--- config.mk ---
export PLATFORM = sky130hd
export DESIGN_NAME = slc3_isdu
export DESIGN_NICKNAME = d
export VERILOG_FILES = /design/src/rtl/slc3_pkg.sv /design/src/rtl/slc3_isdu.sv
export SDC_FILE = /design/constraint.sdc
export NUM_CORES = 1
export LEC_CHECK = 0
export CAP_MARGIN = 5
export CORE_ASPECT_RATIO = 0.9
export CORE_MARGIN = 2
export CORE_UTILIZATION = 55
export CTS_BUF_LIST = sky130_fd_sc_hd__clkbuf_4 sky130_fd_sc_hd__clkbuf_8
export DETAILED_ROUTE_END_ITERATION = 6
export DONT_BUFFER_PORTS = 1
export PLACE_DENSITY = 0.79
export SKIP_LAST_GASP = 1
export SLEW_MARGIN = 40
export SYNTH_ARGS = -nofsm -noshare
export SYNTH_HDL_FRONTEND = slang
export SYNTH_SLANG_ARGS = --single-unit
--- constraint.sdc ---
create_clock -name Clk -period 2.65 [get_ports Clk]
set_input_delay 0.6625 -clock Clk [delete_from_list [all_inputs] [get_ports Clk]]
set_output_delay 0.6625 -clock Clk [all_outputs]
set_load 0.005 [all_outputs]
--- src/rtl/slc3_pkg.sv ---
// Shared encodings for the SLC-3 control unit: opcodes, datapath mux
// selects, ALU operations and the control state machine states.
package slc3_pkg;

  // Opcodes of the SLC-3 subset, as found in IR[15:12]
  localparam logic [3:0] OP_BR  = 4'b0000;
  localparam logic [3:0] OP_ADD = 4'b0001;
  localparam logic [3:0] OP_JSR = 4'b0100;
  localparam logic [3:0] OP_AND = 4'b0101;
  localparam logic [3:0] OP_LDR = 4'b0110;
  localparam logic [3:0] OP_STR = 4'b0111;
  localparam logic [3:0] OP_NOT = 4'b1001;
  localparam logic [3:0] OP_JMP = 4'b1100;
  localparam logic [3:0] OP_PSE = 4'b1101;

  // PC input select
  localparam logic [1:0] PCMUX_INC   = 2'b00;
  localparam logic [1:0] PCMUX_BUS   = 2'b01;
  localparam logic [1:0] PCMUX_ADDER = 2'b10;

  // Second address-adder operand select
  localparam logic [1:0] ADDR2_ZERO  = 2'b00;
  localparam logic [1:0] ADDR2_OFF6  = 2'b01;
  localparam logic [1:0] ADDR2_OFF9  = 2'b10;
  localparam logic [1:0] ADDR2_OFF11 = 2'b11;

  // ALU function select
  localparam logic [1:0] ALUK_ADD   = 2'b00;
  localparam logic [1:0] ALUK_AND   = 2'b01;
  localparam logic [1:0] ALUK_NOT   = 2'b10;
  localparam logic [1:0] ALUK_PASSA = 2'b11;

  // Control states; names follow the classic LC-3 state numbering, with
  // _1/_2/_3 suffixes for the stretched SRAM access windows
  typedef enum logic [4:0] {
    HALTED,
    S_18, S_33_1, S_33_2, S_33_3, S_35, S_32,
    S_01, S_05, S_09,
    S_00, S_22,
    S_12,
    S_04, S_21, S_20,
    S_06, S_25_1, S_25_2, S_25_3, S_27,
    S_07, S_23, S_16_1, S_16_2, S_16_3,
    PAUSE_IR1, PAUSE_IR2
  } state_t;

endpackage

--- src/rtl/slc3_isdu.sv ---
// Instruction sequence decoder for the SLC-3: a Moore machine that walks the
// datapath through fetch, decode and execute, and handles the Run/Continue
// button handshakes. Every control output is a decode of the current state.
module slc3_isdu
  import slc3_pkg::*;
(
  input  logic       Clk,
  input  logic       Reset,
  input  logic       Run,
  input  logic       Continue,
  input  logic [3:0] Opcode,
  input  logic       IR_5,
  input  logic       IR_11,
  input  logic       BEN,
  output logic       LD_MAR,
  output logic       LD_MDR,
  output logic       LD_IR,
  output logic       LD_BEN,
  output logic       LD_CC,
  output logic       LD_REG,
  output logic       LD_PC,
  output logic       LD_LED,
  output logic       GatePC,
  output logic       GateMDR,
  output logic       GateALU,
  output logic       GateMARMUX,
  output logic [1:0] PCMUX,
  output logic       DRMUX,
  output logic       SR1MUX,
  output logic       SR2MUX,
  output logic       ADDR1MUX,
  output logic [1:0] ADDR2MUX,
  output logic [1:0] ALUK,
  output logic       Mem_CE,
  output logic       Mem_UB,
  output logic       Mem_LB,
  output logic       Mem_OE,
  output logic       Mem_WE
);

  state_t state;
  state_t next_state;

  // State register; reset parks the machine in HALTED at once, which also
  // drops any SRAM strobe in flight
  always_ff @(posedge Clk or negedge Reset) begin
    if (!Reset) state <= HALTED;
    else        state <= next_state;
  end

  // Next-state selection and control-word decode of the current state
  always_comb begin
    next_state = state;
    LD_MAR     = 1'b0;
    LD_MDR     = 1'b0;
    LD_IR      = 1'b0;
    LD_BEN     = 1'b0;
    LD_CC      = 1'b0;
    LD_REG     = 1'b0;
    LD_PC      = 1'b0;
    LD_LED     = 1'b0;
    GatePC     = 1'b0;
    GateMDR    = 1'b0;
    GateALU    = 1'b0;
    GateMARMUX = 1'b0;
    PCMUX      = PCMUX_INC;
    DRMUX      = 1'b0;
    SR1MUX     = 1'b0;
    SR2MUX     = 1'b0;
    ADDR1MUX   = 1'b0;
    ADDR2MUX   = ADDR2_ZERO;
    ALUK       = ALUK_ADD;
    Mem_CE     = 1'b0;
    Mem_UB     = 1'b0;
    Mem_LB     = 1'b0;
    Mem_OE     = 1'b1;
    Mem_WE     = 1'b1;

    case (state)
      HALTED: begin
        if (!Run) next_state = S_18;
      end

      S_18: begin
        GatePC     = 1'b1;
        LD_MAR     = 1'b1;
        LD_PC      = 1'b1;
        PCMUX      = PCMUX_INC;
        next_state = S_33_1;
      end
      S_33_1: begin
        Mem_OE     = 1'b0;
        next_state = S_33_2;
      end
      S_33_2: begin
        Mem_OE     = 1'b0;
        next_state = S_33_3;
      end
      S_33_3: begin
        Mem_OE     = 1'b0;
        LD_MDR     = 1'b1;
        next_state = S_35;
      end
      S_35: begin
        GateMDR    = 1'b1;
        LD_IR      = 1'b1;
        next_state = S_32;
      end
      S_32: begin
        LD_BEN = 1'b1;
        case (Opcode)
          OP_ADD:  next_state = S_01;
          OP_AND:  next_state = S_05;
          OP_NOT:  next_state = S_09;
          OP_BR:   next_state = S_00;
          OP_JMP:  next_state = S_12;
          OP_JSR:  next_state = S_04;
          OP_LDR:  next_state = S_06;
          OP_STR:  next_state = S_07;
          OP_PSE:  next_state = PAUSE_IR1;
          default: next_state = S_18;
        endcase
      end

      S_01, S_05, S_09: begin
        SR1MUX     = 1'b1;
        SR2MUX     = IR_5;
        ALUK       = (state == S_01) ? ALUK_ADD :
                     (state == S_05) ? ALUK_AND : ALUK_NOT;
        GateALU    = 1'b1;
        LD_REG     = 1'b1;
        LD_CC      = 1'b1;
        next_state = S_18;
      end

      S_00: begin
        next_state = BEN ? S_22 : S_18;
      end
      S_22: begin
        ADDR2MUX   = ADDR2_OFF9;
        PCMUX      = PCMUX_ADDER;
        LD_PC      = 1'b1;
        next_state = S_18;
      end

      S_12: begin
        SR1MUX     = 1'b1;
        ALUK       = ALUK_PASSA;
        GateALU    = 1'b1;
        PCMUX      = PCMUX_BUS;
        LD_PC      = 1'b1;
        next_state = S_18;
      end

      S_04: begin
        GatePC     = 1'b1;
        DRMUX      = 1'b1;
        LD_REG     = 1'b1;
        next_state = IR_11 ? S_21 : S_20;
      end
      S_21: begin
        ADDR2MUX   = ADDR2_OFF11;
        PCMUX      = PCMUX_ADDER;
        LD_PC      = 1'b1;
        next_state = S_18;
      end
      S_20: begin
        SR1MUX     = 1'b1;
        ADDR1MUX   = 1'b1;
        ADDR2MUX   = ADDR2_ZERO;
        PCMUX      = PCMUX_ADDER;
        LD_PC      = 1'b1;
        next_state = S_18;
      end

      S_06, S_07: begin
        ADDR1MUX   = 1'b1;
        ADDR2MUX   = ADDR2_OFF6;
        SR1MUX     = 1'b1;
        GateMARMUX = 1'b1;
        LD_MAR     = 1'b1;
        next_state = (state == S_06) ? S_25_1 : S_23;
      end
      S_25_1: begin
        Mem_OE     = 1'b0;
        next_state = S_25_2;
      end
      S_25_2: begin
        Mem_OE     = 1'b0;
        next_state = S_25_3;
      end
      S_25_3: begin
        Mem_OE     = 1'b0;
        LD_MDR     = 1'b1;
        next_state = S_27;
      end
      S_27: begin
        GateMDR    = 1'b1;
        LD_REG     = 1'b1;
        LD_CC      = 1'b1;
        next_state = S_18;
      end

      S_23: begin
        ALUK       = ALUK_PASSA;
        GateALU    = 1'b1;
        LD_MDR     = 1'b1;
        next_state = S_16_1;
      end
      S_16_1: begin
        Mem_WE     = 1'b0;
        next_state = S_16_2;
      end
      S_16_2: begin
        Mem_WE     = 1'b0;
        next_state = S_16_3;
      end
      S_16_3: begin
        next_state = S_18;
      end

      PAUSE_IR1: begin
        LD_LED = 1'b1;
        if (!Continue) next_state = PAUSE_IR2;
      end
      PAUSE_IR2: begin
        if (Continue) next_state = S_18;
      end

      default: next_state = HALTED;
    endcase
  end

endmodule

; ---- Word-level counts from Yosys, hierarchy flattened
; Memories as Yosys holds them, arrays and structs flattened.
; Cells that the tools add are included.
; W data, S select, Z words.
[op_classes]
n_eq_ne = 30
muxes = 30
reduce_logical = 19
[op_table]
columns = op, n
row1 = $pmux W5 S19, 1
row2 = $eq A5 B5 Y1 const B, 12
row3 = $eq A5 B4 Y1 const B, 8
row4 = $eq A5 B3 Y1 const B, 4
row5 = $mux W1, 19
row6 = $mux W5, 3
row7 = $reduce_or A3 Y1, 5
row8 = $reduce_or A5 Y1, 3
row9 = $eq A5 B2 Y1 const B, 2
row10 = $reduce_or A2 Y1, 5
row11 = $reduce_or A9 Y1, 1
row12 = $pmux W2 S2, 2
row13 = $reduce_or A7 Y1, 1
row14 = $ne A2 B2 Y1 const B, 3
row15 = $pmux W2 S3, 1
row16 = $reduce_or A6 Y1, 1
row17 = $eq A5 B1 Y1 const B, 1
row18 = $logic_not A5 Y1, 1
row19 = $mux W2, 2
row20 = $mux W4, 1
row21 = $reduce_or A4 Y1, 1
row22 = $mux W3, 1
row23 = $reduce_and A3 Y1, 1
[word_totals]
register_bits = 5
romBits = 80
n_memories = 1
[memory_table]
columns = memory, depth, word_bits, rd, rd_clocked_by_memory_dff, write_ports, line
row1 = (name not given), 16, 5, 1, 0, 0, slc3_isdu.sv:111  ; case (Opcode)

; ---- Longest topological paths before layout
; Gate-level depths: netlist of the first run.
[depth]
depth_word = 4
ltp_mapped = 6

; ---- Least setup slack after synthesis of the first run
; No wires, ideal clock.
[synth_path]
path_kind = flip-flop to output port
start = register state[2]
end = output ADDR1MUX
t_arrival_ns = 1.183
slack_ns = 0.804
path_stages_with_launch = 6
cell_sequence = dfrtp_1 > buf_6 > xnor2_1 > nand2_1 > nor3_2 > o21bai_1
[synth_via]
elab_chain_cells = 3
word_cells_on_any_way = 5
cone_classes = eq/ne (3) / mux (1) / reduce/logical (1)
[synth_rtl]
columns = item, line
row1 = "start, declared", slc3_isdu.sv:41  ; state_t state;
row2 = "start signal, assigned", slc3_isdu.sv:48  ; else state <= next_state;
row3 = $eq A5 B5 Y1 or $eq A5 B4 Y1 (tied branches), slc3_isdu.sv:79  ; case (state)
row4 = $reduce_or A3 Y1 (no source line) *, n/a
row5 = $mux W1 *, slc3_isdu.sv:79
row6 = "end, declared", slc3_isdu.sv:31  ; output logic ADDR1MUX,
; Every way passes the cells marked *; elsewhere a longest branch is shown, timed or not.

; ---- Worst setup path in the final report of the first run
[layout_path]
start = register state[2]
end = output ADDR2MUX[0]
[layout_via]
elab_chain_cells = 3
word_cells_on_any_way = 6
cone_classes = eq/ne (4) / mux (1) / reduce/logical (1)
[layout_rtl]
columns = item, line
row1 = $eq A5 B5 Y1, slc3_isdu.sv:79
row2 = $reduce_or A2 Y1, slc3_isdu.sv:79
row3 = $pmux W2 S3 *, slc3_isdu.sv:79
row4 = "end, declared", slc3_isdu.sv:32  ; output logic [1:0] ADDR2MUX,
; Marks and branches as above.

==> results.md, run 1 <==
* Status: complete, no violations
* Post-Place Cells at 159
* Fin. max-slew vios at 0
* P per Cell Area at 1101 mW/mm²
* Ratio of cells with drive above 1 in the final layout at 12.23%
* Htree depth at 1
* Pleak at 0.3716 nW
* Global-route wire length before repair at 4.036 mm
* Routability congestion estimate at 0.9038
* Crit-path leading delay family: flip-flops
* Die Span Y at 43.86 µm
* Die Wd at 48.29 µm
* Regs by FF count: state x5
* N_diodes at 0
* Final Hold Vio Count at 0
* Number of DRC markers in iteration 0 at 46
* Critical path origin: state[2]
* Final #Nets at 153
* Die area at 0.002118 mm²
* Main synth FF type: dfrtp_1
* Yosys reg bits at 5
* R2r startpoint: state[1]
* Setup CP Type: flip-flop to primary output
* Cell area after layout at 968.4 µm²
* Tcrit/Tclk final at 89.52%
* Initial antenna violation count at 0
* Post-Route WL at 2.502 mm
* Unrepaired setup endpoints after global routing: no
* Yosys warns at 0
* Clock Tree Buf Depth at 2
* Overflow after GRT at 0
* Worst Hold Class: primary input to asynchronous set/reset pin
* Peak supply drop at 0.5316 mV
* CP max-delay cell: dfrtp_1
* Clk Tree Root Cell: clkbuf_4
* Final Power at 1.066 mW
* Post-CTS Setup Inserts at 0
* Skew-Pair Late Insertion Delay at 240 ps
* Power share of the clock group at 9.5%
* Vias per std cell at 6.178
* Clk pin slew, worst setup/hold paths at 50 ps
* Synth-to-Final Area Change at -0.2577%
* Commonest non-fill, non-tap cell in the layout: nor2_1
* CTS tree: built
* Switching power at 0.5983 mW
* Largest net degree at the start of global routing at 18
* Hpwl dp at 1.970 mm
* Fin Hold WS at 110.4 ps
* Vias at 1007
* Min Clock Period, post-route at 2372 ps
* Sw frac at 56.14%
* CTS Buf Count at 3
* PortBufs at 0
* Post-placement cell area at 938.4 µm²
* Cell taking the most area after synthesis: dfrtp_1
* Fmax at 421.5 MHz
* Critical Path End Type: primary output
* CP Cell Sequence: xnor2_1 -> nand2_1 -> nor3_2 -> o21bai_1
* Core Rows at 14
* Final ANT Viol Nets at 0
* Setup slack after placement at 546.9 ps
* Total I/O pin count at 38
* Wirelength per Cell at 15.35 µm
* Synth top area share at 12.89%
* CP Data Arrival Time at 1710 ps
* Top reg by flops: state
* DR pass1 iterations at 4
* Post-Syn Area per Cell at 6.743 µm²
* Top post-synthesis cells by area: dfrtp_1, buf_4, nor2_1, o21ai_0, nand2_1
* Clk_skew at 0.6731 ps
* Final TNS setup at 0 ps
* Crit-path max FO at 17
* Reg2Reg Setup Slack at 850 ps
* Yosys cell types at 49
* Residual DRC at 0
* Post-route insts no fill at 163
* Fin util at 58.20%
* Initial Util at 58.35%
* Combinational Power Share at 69.1%
* Max_cap viols at 0
* GRT Util Overall at 26.68%
* Core Box Area at 0.001664 mm²
* Startpoint Class: flip-flop
* Cells after synthesis at 144
* R2R cell count at 5
* Sequential share of power at 21.3%
* Most frequent cells in the layout: nor2_1, nand2_1, o21ai_0, a21oi_1
* Setup violations, final at 0
* Int Pwr at 0.4675 mW
* Max reg flops at 5
* Slowest stage delay, CP at 550 ps
* Sequential fraction of the synthesis area at 12.89%
* Vias in the first global route at 831
* Crit path required time at 1990 ps
* Resize count post-CTS at 0
* Post-synth EDFFs at 0
* Final setup margin at 277.7 ps
* Hold Buf Count CTS at 0
* Worst R2R End: state[0]
* CTS Sinks at 5
* Cell Area, Synth at 970.9 µm²
* Buf+Inv Stages, Crit Path at 0
* Asr flop ratio synth at 100.0%
==> power by group through the flow <==
stage	Sequential [mW]	Combinational (mW)	Clock, mW
after CTS	0.225	0.729	0.104
after detailed placement	0.225	0.727	0
after global placement	0.223	0.715	0
after global routing	0.239	0.827	0.112
after floorplan	0.144	0.717	0
final	0.227	0.737	0.101
==> cell usage after synthesis, drive strengths merged, types with 2 or more instances <==
library cell and instances:
o21ai 10, and3 2, inv 8, or2 4, xnor2 2, dfrtp 5, ha 2, nor2b 5
nor3b 2, o22ai 5, o211ai 3, nand2 13, nor2 15, buf 14, nor4 2, nand3 4
o21bai 2, a31oi 2, nor3 9, a21oi 8, nand2b 8
==> worst reg2reg max path, stage by stage, from the launching register on <==
cell,delay (ps)
dfrtp_1,640
buf_4,250
nand2b_1,160
o311ai_1,300
a21oi_1,120
o22a_1,220
==> layout make-up <==
class,instances,area [µm²]
inverters,8,30.03
multi-input cells,118,723.2
flip-flops and latches,5,125.1
fillers,179,695.7
clock buffers,4,30.03
repair buffers,4,30.03
well taps,24,30.03
==> how the worst max path moves through the flow <==
stage / depth (start not counted) / end / slack (ps)
finish: 4 / ADDR2MUX[0] / 280
CTS: 4 / ADDR2MUX[0] / 280
floorplan: 5 / ADDR1MUX / 800
detailed placement: 4 / ADDR2MUX[0] / 550
global route: 4 / ADDR1MUX / 60
global placement: 4 / ADDR1MUX / 610
==> kinds of logic (layout without fill, tap and decap cells) <==
family	after synthesis	in the layout	synth area share, %
and+or+nand+nor	68	68	39.18
AOI/OAI and AO/OA	41	41	27.84
buffers and inverters	23	16	13.40
DFF	5	5	12.89
xor gates and xnor gates	3	3	2.707
adders and majority gates	2	2	2.577
other	1	3	0.3862
muxes	1	1	1.031
==> routing by layer <==
layer / track usage (%) / part of all wire, % / vias to the layer above
li1: - / - / 494
met1: 37.91 / 41 / 451
met2: 40.00 / 48 / 57
met3: 5.833 / 9.9 / 5
met4: 7.568 / 0.92 / 0
met5: 0 / 0 / -
Power figures use the tool's default switching activity.
==> run 2: changes to the inputs <==
Settings changed: CTS_CLUSTER_DIAMETER set to 100, RECOVER_POWER set to 25.
==> run 2 against run 1 <==
First-iteration DRC count down 11%. Die area unchanged. Global-route usage unchanged. Power down 1.3%. Core utilization down 0.53 points. Critical path depth down 1. Maximum frequency down 4.3%. Setup slack worse by 110 ps. Routed wire length up 0.16%. Final cell count unchanged. Critical path type unchanged. Critical endpoint is now LD_BEN. Highest routed layer unchanged.
==> results.md, run 2 (synthesis results as in run 1) <==
* Vias per std cell at 6.196 (was 6.178)
* Residual DRC at 0 (unchanged)
* Ratio of cells with drive above 1 in the final layout at 10.79% (was 12.23%)
* Clock Tree Buf Depth at 2 (unchanged)
* DR pass1 iterations at 4 (unchanged)
* Regs by FF count: state x5 (unchanged)
* Initial Util at 58.35% (unchanged)
* Crit-path max FO at 16 (was 17)
* Post-Route WL at 2.506 mm (was 2.502 mm)
* Skew-Pair Late Insertion Delay at 240 ps (about the same)
* Fmax at 403.4 MHz (was 421.5 MHz)
* Die Wd at 48.29 µm (unchanged)
* Fin util at 57.67% (was 58.20%)
* Clk Tree Root Cell: clkbuf_4 (unchanged)
* Reg2Reg Setup Slack at 650 ps (was 850 ps)
* Clk pin slew, worst setup/hold paths at 50 ps (about the same)
* Core Box Area at 0.001664 mm² (unchanged)
* Commonest non-fill, non-tap cell in the layout: nor2_1 (unchanged)
* Hold Buf Count CTS at 0 (unchanged)
* Max reg flops at 5 (unchanged)
* Final Power at 1.052 mW (was 1.066 mW)
* Setup CP Type: flip-flop to primary output (unchanged)
* Setup violations, final at 0 (unchanged)
* Routability congestion estimate at 0.9038 (unchanged)
* R2r startpoint: state[1] (unchanged)
* Wirelength per Cell at 15.37 µm (was 15.35 µm)
* Pleak at 0.3670 nW (was 0.3716 nW)
* Final TNS setup at 0 ps (unchanged)
* Core Rows at 14 (unchanged)
* Slowest stage delay, CP at 630 ps (was 550 ps)
* Total I/O pin count at 38 (unchanged)
* Post-CTS Setup Inserts at 0 (unchanged)
* Vias at 1010 (was 1007)
* Global-route wire length before repair at 4.036 mm (unchanged)
* Number of DRC markers in iteration 0 at 41 (was 46)
* CP Cell Sequence: clkbuf_1 -> nand2b_1 -> nor3_1 (was xnor2_1 -> nand2_1 -> nor3_2 -> o21bai_1)
* Hpwl dp at 1.970 mm (unchanged)
* Unrepaired setup endpoints after global routing: no (unchanged)
* Peak supply drop at 0.5314 mV (was 0.5316 mV)
* Status: complete, no violations (unchanged)
* Final ANT Viol Nets at 0 (unchanged)
* Final Hold Vio Count at 0 (unchanged)
* CP max-delay cell: dfrtp_1 (unchanged)
* Critical Path End Type: primary output (unchanged)
* Crit path required time at 1990 ps (about the same)
* R2R cell count at 5 (unchanged)
* Buf+Inv Stages, Crit Path at 1 (was 0)
* Die Span Y at 43.86 µm (unchanged)
* Vias in the first global route at 831 (unchanged)
* Tcrit/Tclk final at 93.54% (was 89.52%)
* # fillers at 180 (was 179)
* CTS tree: built (unchanged)
* Fin. max-slew vios at 0 (unchanged)
* CP Data Arrival Time at 1820 ps (was 1710 ps)
* Htree depth at 1 (unchanged)
* Top reg by flops: state (unchanged)
* Worst Hold Class: primary input to asynchronous set/reset pin (unchanged)
* Clk_skew at 0.5358 ps (was 0.6731 ps)
* Initial antenna violation count at 0 (unchanged)
* Overflow after GRT at 0 (unchanged)
* Synth-to-Final Area Change at -1.160% (was -0.2577%)
* Die area at 0.002118 mm² (unchanged)
* Startpoint Class: flip-flop (unchanged)
* CTS Buf Count at 3 (unchanged)
* N_diodes at 0 (unchanged)
* CTS Sinks at 5 (unchanged)
* Max_cap viols at 0 (unchanged)
* GRT Util Overall at 26.68% (unchanged)
* Worst R2R End: state[0] (unchanged)
* P per Cell Area at 1096 mW/mm² (was 1101 mW/mm²)
* Min Clock Period, post-route at 2479 ps (was 2372 ps)
* Crit-path leading delay family: flip-flops (unchanged)
* Largest net degree at the start of global routing at 18 (unchanged)
* Final #Nets at 153 (unchanged)
* Most frequent cells in the layout: nor2_1, nand2_1, o21ai_0, a21oi_1 (unchanged)
* Resize count post-CTS at 0 (unchanged)
* PortBufs at 0 (unchanged)
run 2: how the worst max path moves through the flow:
| stage | startpoint | to | slack [ps] | cells past startpoint |
|---|---|---|---|---|
| 2_1_floorplan | state[2] | ADDR1MUX | 800 | 5 |
| 4_1_cts | state[2] | ADDR2MUX[0] | 280 | 4 |
| 5_1_grt | state[2] | ADDR1MUX | 60 | 4 |
| 3_3_place_gp | state[2] | ADDR1MUX | 610 | 4 |
| 6_report | state[1] | LD_BEN | 170 | 3 |
| 3_5_place_dp | state[2] | ADDR2MUX[0] | 550 | 4 |
run 2: report_power, final:
group	internal (mW)	switching (mW)
combinational	0.284	0.440
sequential	0.109	0.118
clock	0.0673	0.0336
run 2: routing by layer:
metal	GRT usage [%]	wire [µm]	up-vias
met3	5.833	226	5
met1	37.91	1040	463
met2	40.00	1216	48
li1	-	-	494
met4	7.568	23	0
met5	0	0	-
run 2: metrics by stage:
step	instances	hold slack, ps	setup slack, ps	cell area [µm²]
floorplan	146	366.9	804.0	978.4
global placement	159	367.0	605.0	938.4
detailed placement	159	367.0	546.9	938.4
CTS	163	105.1	282.9	968.4
global route	163	88.58	57.79	959.7
finish	163	111.2	171.2	959.7
run 2: area by class of cell:
| type | count | area, µm² | area share, % |
|---|---|---|---|
| clock buffers | 4 | 30.03 | 3.129 |
| inverters | 8 | 30.03 | 3.129 |
| multi-input cells | 118 | 718.2 | 74.84 |
| flip-flops and latches | 5 | 125.1 | 13.04 |
| well taps | 24 | 30.03 | 3.129 |
| repair buffers | 4 | 26.28 | 2.738 |
==> run 3: changes to the inputs <==
==> constraint.sdc (replaced) <==
create_clock -name Clk -period 2.65 [get_ports Clk]
set_input_delay 0.1325 -clock Clk [delete_from_list [all_inputs] [get_ports Clk]]
set_output_delay 0.1325 -clock Clk [all_outputs]
set_load 0.005 [all_outputs]
==> run 3 against run 2 <==
Final cell count fell by 1.2%. Maximum frequency rose by 25%. Setup slack gained 490 ps. Critical path type unchanged. Critical endpoint is now ADDR2MUX[0]. Largest power group unchanged.
==> results.md, run 3 (synthesis results as in run 1) <==
* CP Cell Sequence: xnor2_1 -> nand2_1 -> nor3_2 -> o21bai_1 (was clkbuf_1 -> nand2b_1 -> nor3_1)
* Die Wd at 48.29 µm (unchanged)
* CTS tree: built (unchanged)
* Core Rows at 14 (unchanged)
* Final #Nets at 151 (was 153)
* Regs by FF count: state x5 (unchanged)
* Post-CTS Setup Inserts at 0 (unchanged)
* Peak supply drop at 0.4781 mV (was 0.5314 mV)
* Residual DRC at 0 (unchanged)
* CP Data Arrival Time at 1860 ps (was 1820 ps)
* Max_cap viols at 0 (unchanged)
* Die area at 0.002118 mm² (unchanged)
* Fmax at 502.5 MHz (was 403.4 MHz)
* Final TNS setup at 0 ps (unchanged)
* Clk pin slew, worst setup/hold paths at 50 ps (about the same)
* Min Clock Period, post-route at 1990 ps (was 2479 ps)
* Initial antenna violation count at 0 (unchanged)
* Slew margin rel. at 52.70%
* Startpoint Class: flip-flop (unchanged)
* Crit path required time at 2520 ps (was 1990 ps)
* Vias at 1003 (was 1010)
* Top reg by flops: state (unchanged)
* PortBufs at 0 (unchanged)
* Worst Hold Class: primary input to flip-flop (was primary input to asynchronous set/reset pin)
* Pleak at 0.3564 nW (was 0.3670 nW)
* Final ANT Viol Nets at 0 (unchanged)
* Setup slack after placement at 718.8 ps (was 546.9 ps)
* N_diodes at 0 (unchanged)
* Routability congestion estimate at 0.8796 (was 0.9038)
* Multi-input logic area at 720.7 µm² (was 718.2 µm²)
* Skew-Pair Late Insertion Delay at 240 ps (about the same)
* Vias per std cell at 6.230 (was 6.196)
* Power share of the clock group at 8.6% (was 9.6%)
* Reg area at 126.4 µm² (was 125.1 µm²)
* Combinational Power Share at 63.3% (was 68.8%)
* Number of DRC markers in iteration 0 at 45 (was 41)
* Global-route wire length before repair at 3.836 mm (was 4.036 mm)
* Clk_skew at 6.099 ps (was 0.5358 ps)
* Reg2Reg Setup Slack at 760 ps (was 650 ps)
* Min-Delay Endpoint: state[0]
* Int Pwr at 0.4239 mW (was 0.4598 mW)
* Slowest stage delay, CP at 640 ps (was 630 ps)
* Htree depth at 1 (unchanged)
* Vias in the first global route at 871 (was 831)
* Hold Path Depth at 2
* R2R cell count at 4 (was 5)
* Post-Route WL at 2.383 mm (was 2.506 mm)
* Commonest non-fill, non-tap cell in the layout: nor2_1 (unchanged)
* Critical Path End Type: primary output (unchanged)
* Core Box Area at 0.001664 mm² (unchanged)
* Overflow after GRT at 0 (unchanged)
* Initial Util at 58.35% (unchanged)
* Clk Tree Root Cell: clkbuf_4 (unchanged)
* Largest net degree at the start of global routing at 27 (was 18)
* Final setup margin at 660.0 ps (was 171.2 ps)
* Sequential share of power at 28.1% (was 21.6%)
* Fin. max-slew vios at 0 (unchanged)
* Wirelength per Cell at 14.80 µm (was 15.37 µm)
* CTS Buf Count at 3 (unchanged)
* Ratio of cells with drive above 1 in the final layout at 10.22% (was 10.79%)
* P per Cell Area at 1065 mW/mm² (was 1096 mW/mm²)
* # fillers at 164 (was 180)
* Unrepaired setup endpoints after global routing: no (unchanged)
* R2r startpoint: state[1] (unchanged)
* Setup CP Type: flip-flop to primary output (unchanged)
* Clock Tree Buf Depth at 2 (unchanged)
* Buf+Inv Stages, Crit Path at 0 (was 1)
* Hpwl dp at 1.835 mm (was 1.970 mm)
* Total I/O pin count at 38 (unchanged)
* Most frequent cells in the layout: nor2_1, nand2_1, o21ai_0, a21oi_1 (unchanged)
* Die Span Y at 43.86 µm (unchanged)
* Final Hold Vio Count at 0 (unchanged)
* GRT Util Overall at 25.16% (was 26.68%)
* Crit-path leading delay family: flip-flops (unchanged)
* Sw frac at 58.20% (was 56.29%)
* Status: complete, no violations (unchanged)
* Max reg flops at 5 (unchanged)
* DR pass1 iterations at 4 (unchanged)
* CTS Sinks at 5 (unchanged)
* Slew @ Worst Pin at 709.6 ps
* Crit-path max FO at 24 (was 16)
* Switching power at 0.5901 mW (was 0.5921 mW)
* Hold path start: Continue
* Synth-to-Final Area Change at -1.933% (was -1.160%)
* Worst R2R End: state[0] (unchanged)
* CP max-delay cell: dfrtp_1 (unchanged)
* Setup violations, final at 0 (unchanged)
* Tcrit/Tclk final at 75.09% (was 93.54%)
-- run 3: cell types whose count changed in the layout (fill, tap and decap cells not counted), sizes merged --
| cell | before | now |
|---|---|---|
| clkbuf | 5 | 3 |
| buf | 3 | 1 |
| clkinv | 0 | 1 |
| dlygate4sd3 | 0 | 1 |
-- run 3: worst reg2reg max path: stages (launching register included) --
cell and delay (ps):
dfrtp_1 770, nand2b_1 300, o311ai_1 360, a21oi_1 120
o22a_1 220
-- run 3: cell type report --
cell class / instances / share of cell area [%]
sequential: 5 / 13.27
inverter: 8 / 3.154
clock inverter: 1 / 0.5256
multi-input combinational: 118 / 75.69
tap: 24 / 3.154
timing repair buffer: 2 / 1.840
clock buffer: 3 / 2.365
-- run 3: stage by stage --
stage	hold WS (ps)	instances	instance area (µm²)	utilization (%)	power, mW
2_1_floorplan	-163.1	146	978.4	-	0.8615
3_3_place_gp	-163.0	156	915.9	55.04	0.9060
3_5_place_dp	-163.0	156	915.9	55.04	0.9261
4_1_cts	107.1	161	953.4	57.29	1.020
5_1_grt	98.89	161	952.2	57.22	1.123
6_report	115.9	161	952.2	57.22	1.014
-- run 3: repair_timing --
item / 4_1_cts / 5_1_grt
hold buffers: 1 / 0
hold endpoints to repair: 5 / 0
gates resized for setup: 0 / 0
-- run 3: worst max path at each step --
stage	start	endpoint	slack, ps	cells after the start
2_1_floorplan	state[2]	state[1]	1270	5
3_3_place_gp	state[3]	state[1]	820	4
3_5_place_dp	state[3]	state[1]	720	4
4_1_cts	state[3]	LD_REG	540	4
5_1_grt	state[0]	ADDR1MUX	510	4
6_report	state[0]	ADDR2MUX[0]	660	4
-- run 3: power by group through the flow --
stage / clock, mW / combinational (mW) / sequential (mW)
2_1_floorplan: 0 / 0.717 / 0.144
3_3_place_gp: 0 / 0.630 / 0.276
3_5_place_dp: 0 / 0.644 / 0.282
4_1_cts: 0.0895 / 0.649 / 0.281
5_1_grt: 0.0974 / 0.725 / 0.301
6_report: 0.0874 / 0.642 / 0.285
-- run 3: per-layer routing --
layer / wire (µm) / GRT usage (%)
met1: 984 / 35.61
met2: 1232 / 38.42
met3: 158 / 4.167
met4: 8 / 7.568
met5: 0 / 0
